<file path="src/rtl/pc_gen.sv">
// Program-counter generator for the single-cycle MIPS core: sequential,
// branch, jump and jump-register next-PC selection with fetch stall,
// exception entry/return, misaligned-target trapping and a circular
// return-address (link) stack.
module pc_gen #(
   parameter int unsigned           WIDTH        = 32,
   parameter logic [WIDTH-1:0]      RESET_VECTOR = 'h0000_3000,
   parameter logic [WIDTH-1:0]      EXC_VECTOR   = 'h0000_4180,
   parameter int unsigned           RAS_DEPTH    = 4
) (
   input  logic             Clk,
   input  logic             PcReSet_n,
   input  logic             Stall,
   input  logic [1:0]       Branch,
   input  logic             Taken,
   input  logic [WIDTH-1:0] Address,
   input  logic [25:0]      JumpTarget,
   input  logic [WIDTH-1:0] RegTarget,
   input  logic             Link,
   input  logic             Ret,
   input  logic             Exception,
   input  logic             Eret,
   output logic [WIDTH-1:0] PC,
   output logic [WIDTH-1:0] EPC,
   output logic             AddrErr,
   output logic             RasEmpty,
   output logic             RasFull
);

   localparam int unsigned PTR_W = $clog2(RAS_DEPTH);
   localparam int unsigned CNT_W = PTR_W + 1;

   typedef enum logic [1:0] {
      MODE_SEQ  = 2'b00,
      MODE_BR   = 2'b01,
      MODE_JR   = 2'b10,
      MODE_JMP  = 2'b11
   } mode_e;

   logic [WIDTH-1:0] pc_q, pc_d;
   logic [WIDTH-1:0] epc_q, epc_d;
   logic             addr_err_q, addr_err_d;
   logic [PTR_W-1:0] ptr_q, ptr_d;
   logic [CNT_W-1:0] cnt_q, cnt_d;
   logic [WIDTH-1:0] ras_q [RAS_DEPTH];
   logic [WIDTH-1:0] ras_d [RAS_DEPTH];

   logic [WIDTH-1:0] pc_plus4;
   logic [WIDTH-1:0] br_target;
   logic [WIDTH-1:0] jmp_target;
   logic [WIDTH-1:0] jr_target;
   logic [PTR_W-1:0] top_idx;
   logic             ras_empty;
   logic             ras_full;
   logic             pop_ok;
   mode_e            mode;

   // Candidate targets; the jump keeps the 256 MB region bits of PC+4.
   always_comb begin
      mode       = mode_e'(Branch);
      pc_plus4   = pc_q + WIDTH'(4);
      br_target  = pc_plus4 + (Address << 2);
      jmp_target = (pc_plus4 & ~WIDTH'(28'hFFF_FFFF)) | WIDTH'({JumpTarget, 2'b00});
      ras_empty  = (cnt_q == '0);
      ras_full   = (cnt_q == CNT_W'(RAS_DEPTH));
      top_idx    = ptr_q - PTR_W'(1);
      pop_ok     = Ret && !ras_empty;
      jr_target  = pop_ok ? ras_q[top_idx] : RegTarget;
   end

   // Next-state selection in priority order: exception, eret, stall, mode.
   always_comb begin
      pc_d       = pc_q;
      epc_d      = epc_q;
      addr_err_d = addr_err_q;
      ptr_d      = ptr_q;
      cnt_d      = cnt_q;
      ras_d      = ras_q;
      if (Exception) begin
         pc_d       = EXC_VECTOR;
         epc_d      = pc_q;
         addr_err_d = 1'b0;
      end else if (Eret) begin
         pc_d       = epc_q;
         addr_err_d = 1'b0;
      end else if (!Stall) begin
         addr_err_d = 1'b0;
         case (mode)
            MODE_SEQ: pc_d = pc_plus4;
            MODE_BR:  pc_d = Taken ? br_target : pc_plus4;
            MODE_JR: begin
               if (jr_target[1:0] != 2'b00) begin
                  pc_d       = EXC_VECTOR;
                  epc_d      = pc_q;
                  addr_err_d = 1'b1;
               end else begin
                  pc_d = jr_target;
                  // Pop+push replaces the top entry in place.
                  if (pop_ok && Link) begin
                     ras_d[top_idx] = pc_plus4;
                  end else if (pop_ok) begin
                     ptr_d = ptr_q - PTR_W'(1);
                     cnt_d = cnt_q - CNT_W'(1);
                  end else if (Link) begin
                     ras_d[ptr_q] = pc_plus4;
                     ptr_d        = ptr_q + PTR_W'(1);
                     cnt_d        = ras_full ? cnt_q : cnt_q + CNT_W'(1);
                  end
               end
            end
            MODE_JMP: begin
               pc_d = jmp_target;
               if (Link) begin
                  ras_d[ptr_q] = pc_plus4;
                  ptr_d        = ptr_q + PTR_W'(1);
                  cnt_d        = ras_full ? cnt_q : cnt_q + CNT_W'(1);
               end
            end
            default: pc_d = pc_plus4;
         endcase
      end
   end

   // Control state register with asynchronous active-low reset.
   always_ff @(posedge Clk or negedge PcReSet_n) begin
      if (!PcReSet_n) begin
         pc_q       <= RESET_VECTOR;
         epc_q      <= '0;
         addr_err_q <= 1'b0;
         ptr_q      <= '0;
         cnt_q      <= '0;
      end else begin
         pc_q       <= pc_d;
         epc_q      <= epc_d;
         addr_err_q <= addr_err_d;
         ptr_q      <= ptr_d;
         cnt_q      <= cnt_d;
      end
   end

   // Link-stack storage; contents are meaningless while the count is zero.
   always_ff @(posedge Clk) begin
      ras_q <= ras_d;
   end

   assign PC       = pc_q;
   assign EPC      = epc_q;
   assign AddrErr  = addr_err_q;
   assign RasEmpty = ras_empty;
   assign RasFull  = ras_full;

endmodule

</file>
<file path="config.mk">
export PLATFORM = sky130hd
export DESIGN_NAME = pc_gen
export DESIGN_NICKNAME = d
export VERILOG_FILES = /design/src/rtl/pc_gen.sv
export SDC_FILE = /design/constraint.sdc
export NUM_CORES = 1
export LEC_CHECK = 0
export BUFFER_PORTS_ARGS = -buffer_cell sky130_fd_sc_hd__buf_2
export CAP_MARGIN = 20
export CORE_AREA = 2 2 200 123
export CTS_CLUSTER_DIAMETER = 40
export DETAILED_ROUTE_END_ITERATION = 12
export DIE_AREA = 0 0 202 125
export GPL_TIMING_DRIVEN = 0
export PLACE_DENSITY_LB_ADDON = 0.25
export RECOVER_POWER = 100
export SLEW_MARGIN = 25
export SYNTH_ARGS = -nofsm -noshare
export SYNTH_HDL_FRONTEND = slang
export SYNTH_SLANG_ARGS = --single-unit
</file>
<file path="constraint.sdc">
create_clock -name Clk -period 12.3 [get_ports Clk]
set_input_delay 1.23 -clock Clk [delete_from_list [all_inputs] [get_ports Clk]]
set_output_delay 1.23 -clock Clk [all_outputs]
set_load 0.02 [all_outputs]
</file>
== Word-level counts from Yosys, hierarchy flattened ==
Index checks and enable logic that the tools add are counted.

* Add/subtract/negate cells: 6
* $lt $le $gt $ge: 4
* Equal/unequal tests: 10
* Multiplexer cells: 42
* Bitwise operators: 6
* Reductions and logical operators: 14

{| class="wikitable"
|+ Operator list
! kind !! number
|-
| 128-bit two-way mux || 4
|-
| 32-bit two-way mux || 15
|-
| 128-bit bitwise mux || 2
|-
| 128-bit case mux with 2 select lines || 1
|-
| 32-bit demux with 2-bit select || 2
|-
| 32-bit case mux with 4 select lines || 1
|-
| 32-bit binary-select mux with 2-bit select || 1
|-
| 32-bit by 3-bit adder with 32-bit output, second input constant || 1
|-
| 32-bit adder || 1
|-
| 32-bit by 28-bit OR with 32-bit output || 1
|-
| 3-bit two-way mux || 5
|-
| 6-bit AND reduction || 2
|-
| 2-bit two-way mux || 4
|-
| 2-bit nonzero test || 4
|-
| 3-bit >= comparator, second input constant || 2
|-
| 3-bit by 1-bit less-than comparator with 1-bit output, second input constant || 2
|-
| 2-bit != test, second input constant || 3
|-
| 2-bit inverter with 3-bit output || 2
|-
| 3-bit case mux with 2 select lines || 1
|-
| 1-bit two-way mux || 5
|-
| 2-bit == test, second input constant || 2
|-
| 1-bit logical AND || 4
|-
| 2-bit case mux with 2 select lines || 1
|-
| 4-bit AND reduction || 1
|-
| other kinds (13) || 15
|}

* Register bits after elaboration: 198
* Output and inout bits: 67

== Depth between registers and ports, before layout ==
Gate-level depths: netlist of run 1.

* Word-level depth: 12
* Mapped depth: 20

== Worst setup path after synthesis of run 1 ==
No wires, ideal clock.

* Path type: reg2reg
* Start point: register ptr_q[0]
* End point: register ras_q[64] (netlist bit), enable pin
* Arrival: 4.228 ns
* Required time: 11.879 ns
* Setup slack: 7.651 ns
* Cell stages (with the launch flop): 14
* Buffers on the path: 4
* Clock period less this slack: 4.649 ns
* Cells stage by stage: dfrtp_1 -> clkbuf_1 -> buf_2 -> buf_2 -> inv_1 -> ha_1 -> clkbuf_1 -> nor3_1 -> a21oi_1 -> a211o_1 -> o31ai_1 -> o21a_1 -> o21ai_0 -> nor2_1

* Word-level cells in the longest chain between the ends: 9

{| class="wikitable"
|+ RTL lines
! element !! line !! source
|-
| start: declaration || 43 || <nowiki>logic [PTR_W-1:0] ptr_q, ptr_d;</nowiki>
|-
| start signal: assignment || 136 || <nowiki>ptr_q <= ptr_d;</nowiki>
|-
| 2-bit by 1-bit subtractor with 2-bit output || 66 || <nowiki>top_idx = ptr_q - PTR_W'(1);</nowiki>
|-
| 2-bit inverter with 3-bit output (not written as such) || 68 || <nowiki>jr_target = pop_ok ? ras_q[top_idx] : RegTarget;</nowiki>
|-
| 32-bit binary-select mux with 2-bit select || 68 ||
|-
| 32-bit two-way mux (not written as such) (2 in series) || 68 ||
|-
| 32-bit two-way mux || 68 ||
|-
| 2-bit nonzero test || 92 || <nowiki>if (jr_target[1:0] != 2'b00) begin</nowiki>
|-
| 2-bit != test (no line) || - ||
|-
| 6-bit AND reduction (no line) || - ||
|-
| end signal: assignment || 143 || <nowiki>ras_q <= ras_d;</nowiki>
|-
| end: declaration || 45 || <nowiki>logic [WIDTH-1:0] ras_q [RAS_DEPTH];</nowiki>
|}

No other way between the ends. The select of a mux whose other input is x is not followed.
A chain may end at the register's enable or synchronous reset.

== Final worst setup path of run 1 ==
* Start point: register ptr_q[0]
* End point: register ras_q[52] (netlist bit), enable pin

Same word-level chain as after synthesis.

==> results of run 1 <==
[logic make-up after synthesis]
| logic type | count (synthesis) | share of synthesized area [%] |
|---|---|---|
| XOR/XNOR | 53 | 3.649 |
| adder cells (fa/ha/maj) | 43 | 4.288 |
| buffers and inverters | 151 | 4.593 |
| AND/OR/NAND/NOR | 381 | 13.23 |
| multiplexers | 80 | 9.452 |
| AO/OA/AOI/OAI | 431 | 20.78 |
| flip-flops | 198 | 44.01 |
[state kept, by name, summed over array words and instances (netlist names)]
signal   cells
ptr_q        2
ras_q      128
cnt_q        3
EPC         32
PC          32
AddrErr      1
[worst max-delay path: stages, from the launching register on]
cell      delay (ns)
dfrtp_1         0.42
clkbuf_1        0.54
clkbuf_1        0.80
clkbuf_1        0.89
inv_1           0.16
ha_1            0.33
clkbuf_1        0.30
nor3_1          0.28
a21oi_1         0.06
a211o_1         0.33
o31ai_1         0.23
o21a_1          0.21
o21ai_0         0.19
nor2_1          1.23
clkbuf_1        1.11
[per-stage QoR]
stage / setup WS, ns / hold slack [ns] / instance area [um2]
detailed placement: 6.884 / 0.4976 / 14100
finish: 4.767 / 0.5114 / 14400
floorplan: 7.651 / 0.4733 / 12720
CTS: 6.821 / 0.5151 / 14650
global route: 4.346 / 0.5438 / 14400
global placement: 5.565 / 0.4949 / 13930
[final cells by class]
type,instances,area share (%)
timing repair buffer,167,5.171
clock buffer,18,2.981
tap,322,2.798
buffer,93,2.477
multi-input combinational,988,45.39
clock inverter,14,0.7908
inverter,58,1.512
sequential,198,38.88
[power groups by stage]
stage | registers, uW | clock network [uW] | logic, uW
detailed placement | 806 | 0 | 778
floorplan | 816 | 0 | 493
finish | 794 | 563 | 799
global placement | 806 | 0 | 757
global route | 798 | 587 | 842
CTS | 792 | 557 | 781
[Yosys cell counts (all sizes together) (25+ instances only)]
library cell  number
nor2             127
mux2i             29
o22ai             60
a21oi            157
dfrtp             68
mux4              30
o21ai             99
ha                42
inv               58
edfxtp           128
xor2              25
xnor2             28
clkbuf            74
nand2            142
[path summary, 6_finish.rpt]
| check | from | end | slack [ns] |
|---|---|---|---|
| worst min register to register | cnt_q[0] | cnt_q[0] | 0.51 |
| min in group asynchronous | PcReSet_n | cnt_q[0] | 0.96 |
| worst max register to register | ptr_q[0] | ras_q[52] | 4.77 |
| worst min-delay path | cnt_q[0] | cnt_q[0] | 0.51 |
| worst max-delay path | ptr_q[0] | ras_q[52] | 4.77 |
| max in group asynchronous | PcReSet_n | PC[24] | 7.98 |
[routing by layer]
layer	vias up	global-route usage, %	part of all wire (%)
met5	-	0	0
met4	0	8.521	1.9
met3	87	14.18	16
met2	1002	52.35	41
met1	6001	57.58	42
li1	5340	-	-
==> out/metrics.cfg, run 1 <==
[floorplanning]
pin_count = 167
fp.dieW_um = 202
dieArea_um2 = 25250
fp.coreArea_um2 = 23620
start_util_pct = 53.86
placementRows = 44
die_y_um = 125

[clock_tree]
cts.sinks = 198
hold_buffers = 0
cts_root_buf = clkbuf_16
clkTransAtPathRegs_ns = 0.08
ctsResizeCount = 0
cts_tree = built
htreeDepth = 4
cts_setup_buffers = 0
worstSkewPairLatency_ns = 0.46
clockBufferDepth = 2
numCtsBuffers = 17

[grt]
grtUsageTotal_pct = 38.27
grt_overflow = 0
antenna_found_initial = 0
grt_max_degree = 53
grt_pass1_wl_um = 71780
grt_pass1_vias = 11380

[sta]
finalCriticalPeriod_ns = 7.533
setup_viol_count_final = 0
rsz0062_at_grt = no
final-hold-violation-count = 0
max_clock_freq_ghz = 0.1328
relSlewSlack_pct = -95.60
tns_ns = 0
worst_pin_slew_ns = 2.934
finalCritPeriodShare_pct = 61.24
finClkSkew_ns = 0.01468
slew_violations = 112

[power]
swShare_pct = 39.39
p_per_area_nw_per_um2 = 149.8
pwr-share-comb_pct = 37.1
p_int_uw = 1307
vdd_ir_drop_max_v = 0.0001085
p_clk_share_pct = 26.1
fin_total_pwr_uw = 2156
p_seq_share_pct = 36.8
netSwitchingPower_uw = 849.2
p_leak_uw = 0.005676

[logic_synthesis]
postSynthAreaPerCell_um2 = 9.515
synth.area.top_cells = edfxtp_1 30%, dfrtp_1 13%, a21oi_1 6.1%
syn-cell-area_um2 = 12720
synth_top_cell_by_area = edfxtp_1
syn-num-nets = 1480
synth-main-ff-cell = edfxtp_1
synth-seq-cells = 198
synth-edff-count = 128
synth_top_area_share_pct = 30.22
ys_warn_count = 0
syn_inst = 1337
ys_seq_area_share_pct = 44.01
ys_types = 65
async_flop_share_pct = 35.35

[place]
dp_cells = 1826
dpl.hpwl_um = 36720
numPortBuffers = 162
finalWeightedCongestion = 0.9786

[finish]
multiInputGateArea_um2 = 6535
syn2layout_area_growth_pct = 13.18
regArea_um2 = 5598
n_antenna_cell = 0
nFillCells = 2125
layoutNonFillerInstCount = 1858
postLayoutCoreUtil_pct = 60.96
final_common_cell = a21oi_1
nNetsFinal = 1666
layout_common_cells = 157 x a21oi_1, 155 x clkbuf_1, 142 x nand2_1
drive_gt1_share_pct = 12.63

[routing]
via_per_inst = 6.690
final_antenna_net_count = 0
drt-initial-drc-count = 1928
firstDrtPassIters = 7
wl_per_cell_um = 25.99
remaining_drc_errors = 0
vias = 12430
wl_um = 48280

[outcome]
violations = capacitance limit, slew limit
status = finished, violations left

[job]
maxCapViolCount = 5

[setup_path]
cp_max_fo = 19
cp.arrival_ns = 7.59
required_ns = 12.36
end_kind = register
cp-start-kind = register
path_class = reg2reg
r2r_cells = 14

[hold_path]
hp-class = reg2reg
holdPathStages = 1

Note: power is estimated with default switching activity, not from simulation.
==> inputs of run 2 (changes only) <==
--- a/config.mk
+++ b/config.mk
@@ -7,10 +7,10 @@
 export LEC_CHECK = 0
 export BUFFER_PORTS_ARGS = -buffer_cell sky130_fd_sc_hd__buf_2
 export CAP_MARGIN = 20
-export CORE_AREA = 2 2 200 123
+export CORE_AREA = 2 2 204 126
 export CTS_CLUSTER_DIAMETER = 40
 export DETAILED_ROUTE_END_ITERATION = 12
-export DIE_AREA = 0 0 202 125
+export DIE_AREA = 0 0 206 128
 export GPL_TIMING_DRIVEN = 0
 export PLACE_DENSITY_LB_ADDON = 0.25
 export RECOVER_POWER = 100
==> constraint.sdc (replaced) <==
create_clock -name Clk -period 6.47 [get_ports Clk]
set_input_delay 0.647 -clock Clk [delete_from_list [all_inputs] [get_ports Clk]]
set_output_delay 0.647 -clock Clk [all_outputs]
set_load 0.02 [all_outputs]
==> run 2 against run 1 <==
The run still ends with capacitance limit, slew limit left. Sequential power increased by 90%. Power grew 90%. Via count is 0.67% lower. Clock power is 87% higher. Design area grew 0.43%. Combinational power is 91% higher. First-iteration DRC count is 2.1% higher. Sequential cell count stayed put. Global-route usage is 0.79 points lower.
==> out/metrics.cfg, run 2 (synthesis gave the netlist of run 1 again) <==
[grt]
grtUsageTotal_pct = 37.48
grt_overflow = 0
antenna_found_initial = 0
grt_max_degree = 52
grt_pass1_vias = 11250
grt_pass1_wl_um = 71370

[power]
swShare_pct = 38.77
p_clk_share_pct = 25.6
p_int_uw = 2502
p_per_area_nw_per_um2 = 282.6
p_leak_uw = 0.005705
p_seq_share_pct = 37.0
fin_total_pwr_uw = 4086
netSwitchingPower_uw = 1584
pwr-share-comb_pct = 37.5
vdd_ir_drop_max_v = 0.0002163

[floorplanning]
placementRows = 45
pin_count = 167
start_util_pct = 51.58
die_y_um = 128
fp.dieW_um = 206
fp.coreArea_um2 = 24660
dieArea_um2 = 26370

[clock_tree]
hold_buffers = 0
clockBufferDepth = 2
worstSkewPairLatency_ns = 0.47
cts_setup_buffers = 0
htreeDepth = 4
numCtsBuffers = 17
cts_root_buf = clkbuf_16
ctsResizeCount = 0
cts.sinks = 198
cts_tree = built
clkTransAtPathRegs_ns = 0.08

[routing]
wl_um = 48870
drt-initial-drc-count = 1968
wl_per_cell_um = 26.20
final_antenna_net_count = 0
remaining_drc_errors = 0
vias = 12350
firstDrtPassIters = 6
via_per_inst = 6.620

[finish]
nNetsFinal = 1666
drive_gt1_share_pct = 12.83
syn2layout_area_growth_pct = 13.66
regMostFlops = ras_q
n_antenna_cell = 0
final_common_cell = a21oi_1
layout_common_cells = 157 x a21oi_1, 153 x clkbuf_1, 142 x nand2_1
layoutNonFillerInstCount = 1865
postLayoutCoreUtil_pct = 58.63
largest_reg_flops = 128

[sta]
worst_pin_slew_ns = 2.866
final-hold-violation-count = 0
slew_violations = 62
tns_ns = 0
fin_hold_ws_ns = 0.3742
relSlewSlack_pct = -91.09
max_clock_freq_ghz = 0.1677
setup_viol_count_final = 0
rsz0062_at_grt = no
finalCritPeriodShare_pct = 92.17
finClkSkew_ns = 0.01356
finalCriticalPeriod_ns = 5.963

[setup_path]
cp.arrival_ns = 6.29
end_kind = register
cp_max_fo = 8
required_ns = 6.79
cp-start-kind = register
path_class = reg2reg

[job]
maxCapViolCount = 2

[place]
dpl.hpwl_um = 37400
dp_cells = 1833
finalWeightedCongestion = 0.9888
numPortBuffers = 162

[hold_path]
hp-class = in2async

[outcome]
status = finished, violations left
violations = capacitance limit, slew limit

run 2: layer usage:
layer	GRT usage, %	share of wire, %	vias up
met4	9.580	2.5	0
met2	49.84	40	950
met3	13.68	16	98
met1	57.04	41	5964
li1	-	-	5335
met5	0	0	-
run 2: cell type report:
| class | count | area [um2] |
|---|---|---|
| Timing Repair Buffer | 167 | 793.3 |
| Sequential cell | 198 | 5598 |
| Tap cell | 329 | 411.6 |
| Clock buffer | 24 | 471.7 |
| Inverter | 58 | 217.7 |
| Multi-Input combinational cell | 988 | 6540 |
| Clock inverter | 8 | 66.31 |
| Buffer | 93 | 360.3 |
| Fill cell | 2266 | 10200 |
run 2: through the flow:
stage,worst slack [ns],instance area (um2)
after floorplan,1.821,12720
after global placement,-0.2526,13940
after detailed placement,0.9238,14110
after CTS,0.8971,14640
after global routing,0.2120,14460
final,0.5066,14460
run 2: worst max-delay path, cell delays in order, from the launching register on:
cell and delay [ns]:
dfrtp_1 0.52, and4_1 0.28, and2_0 0.30, nand2_1 0.26, nor2_1 0.46, nand2_1 0.13
xnor2_1 0.73, inv_1 0.19, ha_1 0.27, a21oi_1 0.19, o21ai_0 0.13, a221oi_1 0.47
o211ai_2 0.33, a32oi_1 0.43, o21ai_1 0.14, xor2_1 0.32, nand4_1 0.14, a211oi_1 0.41
o41ai_2 0.12
run 2: power by group through the flow:
stage | clock network (uW) | registers, uW | logic (uW)
floorplan | 0 | 1550 | 936
global placement | 0 | 1530 | 1450
detailed placement | 0 | 1530 | 1500
CTS | 1040 | 1510 | 1500
global route | 1090 | 1520 | 1620
finish | 1050 | 1510 | 1530
run 2: worst paths after layout:
check	start	endpoint	slack, ns	depth (start not counted)
max in group asynchronous	PcReSet_n	EPC[22]	2.80	2
min in group Clk	EPC[29]	EPC[29]	0.51	2
hold reg to reg	EPC[29]	EPC[29]	0.51	2
setup / recovery	PC[4]	PC[31]	0.51	18
hold / removal	PcReSet_n	cnt_q[0]	0.37	1
setup reg to reg	PC[4]	PC[31]	0.51	18
